### src/rtl/bus_receiver.sv
// bus_receiver: receive end of the shared tri-state CPU bus.
//   Samples BusWires into a bank of NREG general registers under one-hot
//   load enables (Rin). Every accepted load is also recorded as {idx,data}
//   in a small first-word-fall-through snoop FIFO, which a trace consumer
//   drains with a valid/ready handshake. The block only reads the bus.
// Ports:
//   Clock, Resetn          rising-edge clock, async active-low reset
//   BusWires               bus value, sampled on load
//   Rin                    one-hot register load enables
//   rd_sel / rd_data       combinational register read-back
//   err_multi / err_count  multi-hot Rin pulse and saturating event count
//   log_valid/ready/idx/data  FIFO head and handshake
//   log_level              FIFO occupancy 0..LOGD
//   log_ovf / ovf_clr      sticky overflow flag and its clear
module bus_receiver #(
  parameter int WIDTH = 8,
  parameter int NREG  = 8,
  parameter int IDXW  = 3,
  parameter int LOGD  = 4
) (
  input  logic                    Clock,
  input  logic                    Resetn,
  input  logic [WIDTH-1:0]        BusWires,
  input  logic [NREG-1:0]         Rin,
  input  logic [IDXW-1:0]         rd_sel,
  output logic [WIDTH-1:0]        rd_data,
  output logic                    err_multi,
  output logic [7:0]              err_count,
  output logic                    log_valid,
  input  logic                    log_ready,
  output logic [IDXW-1:0]         log_idx,
  output logic [WIDTH-1:0]        log_data,
  output logic [$clog2(LOGD):0]   log_level,
  output logic                    log_ovf,
  input  logic                    ovf_clr
);
  localparam int PW = $clog2(LOGD);
  localparam int LW = PW + 1;
  localparam int EW = IDXW + WIDTH;

  // Load decode: x & (x-1) is nonzero exactly when more than one bit is set.
  logic            multi, onehot;
  logic [IDXW-1:0] load_idx;

  assign multi  = |(Rin & (Rin - NREG'(1)));
  assign onehot = (|Rin) & ~multi;

  always_comb begin
    load_idx = '0;
    for (int i = 0; i < NREG; i++)
      if (Rin[i]) load_idx = IDXW'(i);
  end

  // Register bank, one flop group per register.
  logic [NREG-1:0][WIDTH-1:0] regs;

  for (genvar g = 0; g < NREG; g++) begin : g_reg
    always_ff @(posedge Clock or negedge Resetn) begin
      if (!Resetn)                regs[g] <= '0;
      else if (onehot && Rin[g])  regs[g] <= BusWires;
    end
  end

  assign rd_data = regs[rd_sel];

  // Multi-hot error reporting.
  always_ff @(posedge Clock or negedge Resetn) begin
    if (!Resetn) begin
      err_multi <= 1'b0;
      err_count <= '0;
    end else begin
      err_multi <= multi;
      if (multi && err_count != 8'hFF) err_count <= err_count + 8'd1;
    end
  end

  // Snoop FIFO. Storage is not reset; the head is masked while empty so
  // log_idx/log_data read zero after reset.
  logic [EW-1:0] mem [LOGD];
  logic [PW-1:0] wr_ptr, rd_ptr;
  logic          full, pop, push, ovf_set;
  logic [EW-1:0] head;

  assign log_valid = (log_level != '0);
  assign full      = (log_level == LW'(LOGD));
  assign pop       = log_valid & log_ready;
  // A pop on the same edge frees the slot, so a full FIFO still accepts.
  assign push      = onehot & (~full | pop);
  assign ovf_set   = onehot & full & ~pop;

  always_ff @(posedge Clock) begin
    if (push) mem[wr_ptr] <= {load_idx, BusWires};
  end

  assign head     = mem[rd_ptr];
  assign log_idx  = log_valid ? head[EW-1:WIDTH] : '0;
  assign log_data = log_valid ? head[WIDTH-1:0]  : '0;

  always_ff @(posedge Clock or negedge Resetn) begin
    if (!Resetn) begin
      wr_ptr    <= '0;
      rd_ptr    <= '0;
      log_level <= '0;
      log_ovf   <= 1'b0;
    end else begin
      if (push) wr_ptr <= wr_ptr + PW'(1);
      if (pop)  rd_ptr <= rd_ptr + PW'(1);
      case ({push, pop})
        2'b10:   log_level <= log_level + LW'(1);
        2'b01:   log_level <= log_level - LW'(1);
        default: log_level <= log_level;
      endcase
      // Set has priority over clear.
      if (ovf_set)      log_ovf <= 1'b1;
      else if (ovf_clr) log_ovf <= 1'b0;
    end
  end

endmodule

### config.mk
export PLATFORM = sky130hd
export DESIGN_NAME = bus_receiver
export DESIGN_NICKNAME = d
export VERILOG_FILES = /design/src/rtl/bus_receiver.sv
export SDC_FILE = /design/constraint.sdc
export NUM_CORES = 1
export LEC_CHECK = 0
export BUFFER_PORTS_ARGS = -buffer_cell sky130_fd_sc_hd__buf_2
export CAP_MARGIN = 20
export CORE_MARGIN = 2
export CORE_UTILIZATION = 50
export CTS_BUF_LIST = sky130_fd_sc_hd__clkbuf_4 sky130_fd_sc_hd__clkbuf_8 sky130_fd_sc_hd__clkbuf_16
export DETAILED_ROUTE_END_ITERATION = 12
export GPL_TIMING_DRIVEN = 0
export HOLD_SLACK_MARGIN = 0.08
export MAX_ROUTING_LAYER = met4
export PLACE_DENSITY = 0.69
export SLEW_MARGIN = 20
export SYNTH_ARGS = -nofsm -noshare
export SYNTH_HDL_FRONTEND = slang
export SYNTH_SLANG_ARGS = --single-unit
### constraint.sdc
create_clock -name Clock -period 8.47 [get_ports Clock]
set_clock_uncertainty 0.2 [all_clocks]
set_input_delay 1.2705 -clock Clock [delete_from_list [all_inputs] [get_ports Clock]]
set_output_delay 1.2705 -clock Clock [all_outputs]
set_load 0.01 [all_outputs]
==> tab_implementation.tex <==
\begin{tabular}{lr}
\hline
Metric & Value \\
\hline
\multicolumn{2}{l}{\textbf{Outcome}} \\
\quad Status & finished clean \\
\multicolumn{2}{l}{\textbf{GRT}} \\
\quad Number of antenna violations at the first check in global routing & 0 \\
\quad Gr usage total & 21.0\% \\
\quad Vias in the first global route & 3276 \\
\quad Global-route wire length before repair & approximately 18000 um \\
\quad Largest net degree at the start of global routing & 57 \\
\quad Overall overflow remaining after global route & 0 \\
\multicolumn{2}{l}{\textbf{Synth}} \\
\quad Net count of the mapped netlist & about 380 \\
\quad Top-count cell post-synth & sky130\_fd\_sc\_hd\_\_dfrtp\_1 \\
\quad Synthesized cell area & 5630 um2 \\
\quad Async set-or-reset flop fraction in the synthesized netlist & around two thirds \\
\quad Warnings, synthesis & 0 \\
\quad Distinct cells, synth & 45 \\
\quad EDFF count, synth & between 40 and 50 \\
\quad Synthesis-stage register bit count & 125 \\
\quad Main area contributors after synthesis & sky130\_fd\_sc\_hd\_\_dfrtp\_1, sky130\_fd\_sc\_hd\_\_edfxtp\_1, sky130\_fd\_sc\_hd\_\_mux2\_2, sky130\_fd\_sc\_hd\_\_mux4\_2, sky130\_fd\_sc\_hd\_\_and2\_1 \\
\quad Mean Syn Cell Area & roughly 16 um2 \\
\quad Post-synthesis instance total & 347 \\
\quad Cell taking the most area after synthesis & sky130\_fd\_sc\_hd\_\_dfrtp\_1 \\
\quad Cell types with the highest counts after synthesis & sky130\_fd\_sc\_hd\_\_dfrtp\_1, sky130\_fd\_sc\_hd\_\_mux2\_2, sky130\_fd\_sc\_hd\_\_edfxtp\_1, sky130\_fd\_sc\_hd\_\_mux4\_2, sky130\_fd\_sc\_hd\_\_and2\_1 \\
\quad Share of the synthesized area in the top cell type & between 30\% and 40\% \\
\quad Leading register cell type out of synthesis & sky130\_fd\_sc\_hd\_\_dfrtp\_1 \\
\quad Share of synthesized area occupied by flip-flops and latches & 59.5\% \\
\multicolumn{2}{l}{\textbf{Timing}} \\
\quad Setup TNS & 0 ns \\
\quad Max\_slew headroom & between 50\% and 60\% \\
\quad Upper clock frequency limit & 219 MHz \\
\quad Crit path time final & 4.57 ns \\
\quad RSZ-0062 raised after global routing & no \\
\quad Hold violation count in the final report & 0 \\
\quad Number of max-slew violations in the final report & 0 \\
\quad Final period utilization & 53.9\% \\
\quad Actual transition at the worst max-transition pin & 0.687 ns \\
\quad Count of final setup violators & 0 \\
\multicolumn{2}{l}{\textbf{Power}} \\
\quad Final Total Pwr & $\sim$1.9 mW \\
\quad Internal Power & 1.35 mW \\
\quad Share of power burned in registers & slightly above 40\% \\
\quad NetSw & approximately 0.51 mW \\
\quad Peak ir drop on the vdd network & 0.156 mV \\
\quad Net switching fraction of the power & between 20 and 30\% \\
\quad Power density over the cells & 282 nW/um2 \\
\quad Combinational group share of total power & 22.6\% \\
\quad Portion of total power attributed to the clock network & between 30 and 40\% \\
\quad Leakage dissipation & around 2.9 nW \\
\multicolumn{2}{l}{\textbf{Route}} \\
\quad Overall routed net length & 10800 um \\
\quad WL per Instance & 19.2 um \\
\quad Router iterations before antenna repair & 4 \\
\quad Vias per cell & 5.59 \\
\quad DR vias & 3163 \\
\quad Number of DRC markers in iteration 0 & 137 \\
\quad Total DRC errors in the routed layout & 0 \\
\quad Count of nets left with antenna violations after detail routing & 0 \\
\multicolumn{2}{l}{\textbf{Clock tree}} \\
\quad CTS resizes & 0 \\
\quad Clock tree from TritonCTS & built \\
\quad Level count of the clock H-tree & 4 \\
\quad Number of sinks on the clock net & between 100 and 150 \\
\quad Post-CTS setup buffer count & 0 \\
\quad CTS max path bufs & 2 \\
\quad Clock-pin slew on the worst setup and hold paths & 0.06 ns \\
\quad Clock latency at the later pin of the worst-skew pair & 0.52 ns \\
\quad Total clock buffers created by CTS & 17 \\
\quad Buffer cell driving the clock tree root & sky130\_fd\_sc\_hd\_\_clkbuf\_8 \\
\quad Total of hold buffers inserted after clock tree synthesis & 0 \\
\multicolumn{2}{l}{\textbf{Placed design}} \\
\quad Placed cell area & 6060 um2 \\
\quad Final RePlAce weighted congestion & just over 0.8 \\
\quad Placed wire-length estimate & 7150 um \\
\quad Number of buffer cells added on primary ports & 46 \\
\multicolumn{2}{l}{\textbf{Finish}} \\
\quad Antenna diode count & 0 \\
\quad Final net count & between 400 and 500 \\
\quad Share of cells above drive strength 1 & 45.3\% \\
\quad Area growth from synthesis to final layout & 17.5\% \\
\quad Finished layout cell area & 6610 um2 \\
\multicolumn{2}{l}{\textbf{Die}} \\
\quad Horizontal extent of the die & between 100 and 150 um \\
\quad Chip Height & between 100 and 150 um \\
\quad Die Footprint & 12100 um2 \\
\quad Area inside the core boundary & 10900 um2 \\
\quad Initial Utilization & approximately 52\% \\
\quad Number of placement rows & 38 \\
\quad I/O pin cnt & 56 \\
\multicolumn{2}{l}{\textbf{Critical path}} \\
\quad Maximum fanout count along the critical path & 10 \\
\quad Worst path arrival time & 3.10 ns \\
\quad Element type at the critical path end & output port \\
\quad Data required time at the worst endpoint & 7.00 ns \\
\quad Crit Path Class & input port to output port \\
\quad Kind of launch point of the worst setup path & input port \\
\multicolumn{2}{l}{\textbf{Flow run}} \\
\quad Max capacitance violation total & 0 \\
\multicolumn{2}{l}{\textbf{Worst hold path}} \\
\quad Hold/Removal Path Class & register to register \\
\hline
\end{tabular}
[metrics by stage]
step                setup WS (ns)  instances  util [%]  hold slack, ns
global route                 3.84        566      60.7           0.321
floorplan                    4.39        347         -           0.274
CTS                          3.90        566      60.7           0.301
global placement             3.92        533      55.4           0.282
finish                       3.90        566      60.7           0.301
detailed placement           3.91        534      55.7           0.288
[power groups by stage]
stage                     logic [mW]  registers [mW]  clock network [mW]
after floorplan                0.284           0.780                   0
after global placement         0.413           0.777                   0
after detailed placement       0.427           0.782                   0
after CTS                      0.431           0.773               0.678
after global routing           0.469           0.786               0.711
final                          0.421           0.773               0.667
[registers in the layout, summed over array words and instances, names as in the netlist]
register and cells:
mem 44, log_level 3, regs 64, wr_ptr 2, err_multi 1, rd_ptr 2, log_ovf 1, err_count 8
[kinds of logic (layout without fill, tap and decap cells)]
family / count (synthesis) / after routing / share of synthesized area [%]
buf+inv: 24 / 103 / 1.91
xor+xnor: 12 / 12 / 1.87
flops: 125 / 125 / 59.5
simple gates: 62 / 62 / 6.87
mux: 104 / 104 / 26.3
fa+ha+maj: 8 / 8 / 1.87
compound gates: 12 / 12 / 1.62
[worst max-delay path: stages]
cell and delay [ns]:
sky130_fd_sc_hd__buf_1 0.36, sky130_fd_sc_hd__clkbuf_1 0.58, sky130_fd_sc_hd__mux4_2 0.44, sky130_fd_sc_hd__mux2_2 0.30
sky130_fd_sc_hd__buf_2 0.14
[cell type report]
cell class / instances / area (um2)
tap: 140 / 175
fill: 816 / 4280
timing repair buffer: 47 / 260
sequential: 125 / 3350
multi-input combinational: 198 / 2170
inverter: 9 / 33.8
clock buffer: 18 / 422
clock inverter: 14 / 128
buffer: 15 / 73.8
[worst paths after layout]
kind	endpoint	slack (ns)	cells after the start	start
setup reg to reg	log_level[2]	5.53	10	log_level[0]
hold / removal	regs[16]	0.30	1	regs[16]
setup / recovery	rd_data[2]	3.90	5	rd_sel[1]
max in group asynchronous	regs[42]	7.00	2	Resetn
min in group asynchronous	err_count[4]	0.48	1	Resetn
hold reg to reg	regs[16]	0.30	1	regs[16]
[cell usage in the layout, fill, tap and decap left out, types with 2 or more instances in the layout]
master                        n
sky130_fd_sc_hd__clkinvlp_4   3
sky130_fd_sc_hd__a211oi_1     3
sky130_fd_sc_hd__ha_1         6
sky130_fd_sc_hd__clkinv_4     2
sky130_fd_sc_hd__inv_1        9
sky130_fd_sc_hd__buf_1        3
sky130_fd_sc_hd__nand4_1      2
sky130_fd_sc_hd__clkbuf_1     3
sky130_fd_sc_hd__mux2_4       2
sky130_fd_sc_hd__xor2_1       9
sky130_fd_sc_hd__bufinv_16    2
sky130_fd_sc_hd__edfxtp_1    44
sky130_fd_sc_hd__clkinv_1     6
sky130_fd_sc_hd__nor2_1       7
sky130_fd_sc_hd__nor3_1       2
sky130_fd_sc_hd__and2_1      16
sky130_fd_sc_hd__mux4_2      27
sky130_fd_sc_hd__nor3_2       2
sky130_fd_sc_hd__buf_2       53
sky130_fd_sc_hd__nor4_1       3
sky130_fd_sc_hd__nand2_1     14
sky130_fd_sc_hd__nor4b_1      3
sky130_fd_sc_hd__a21o_1       2
sky130_fd_sc_hd__clkbuf_16   16
sky130_fd_sc_hd__nand3_1      3
sky130_fd_sc_hd__mux2_2      73
sky130_fd_sc_hd__xnor2_1      3
sky130_fd_sc_hd__dfrtp_1     81
[layer usage]
layer | vias up | global-route usage [%] | wire, um
met5 | - | - | 0
met4 | 0 | 6.51 | 99
met3 | 10 | 5.82 | 351
met2 | 59 | 33.4 | 5660
met1 | 1651 | 26.3 | 4730
li1 | 1443 | - | -
(Power assumes the default switching activity.)
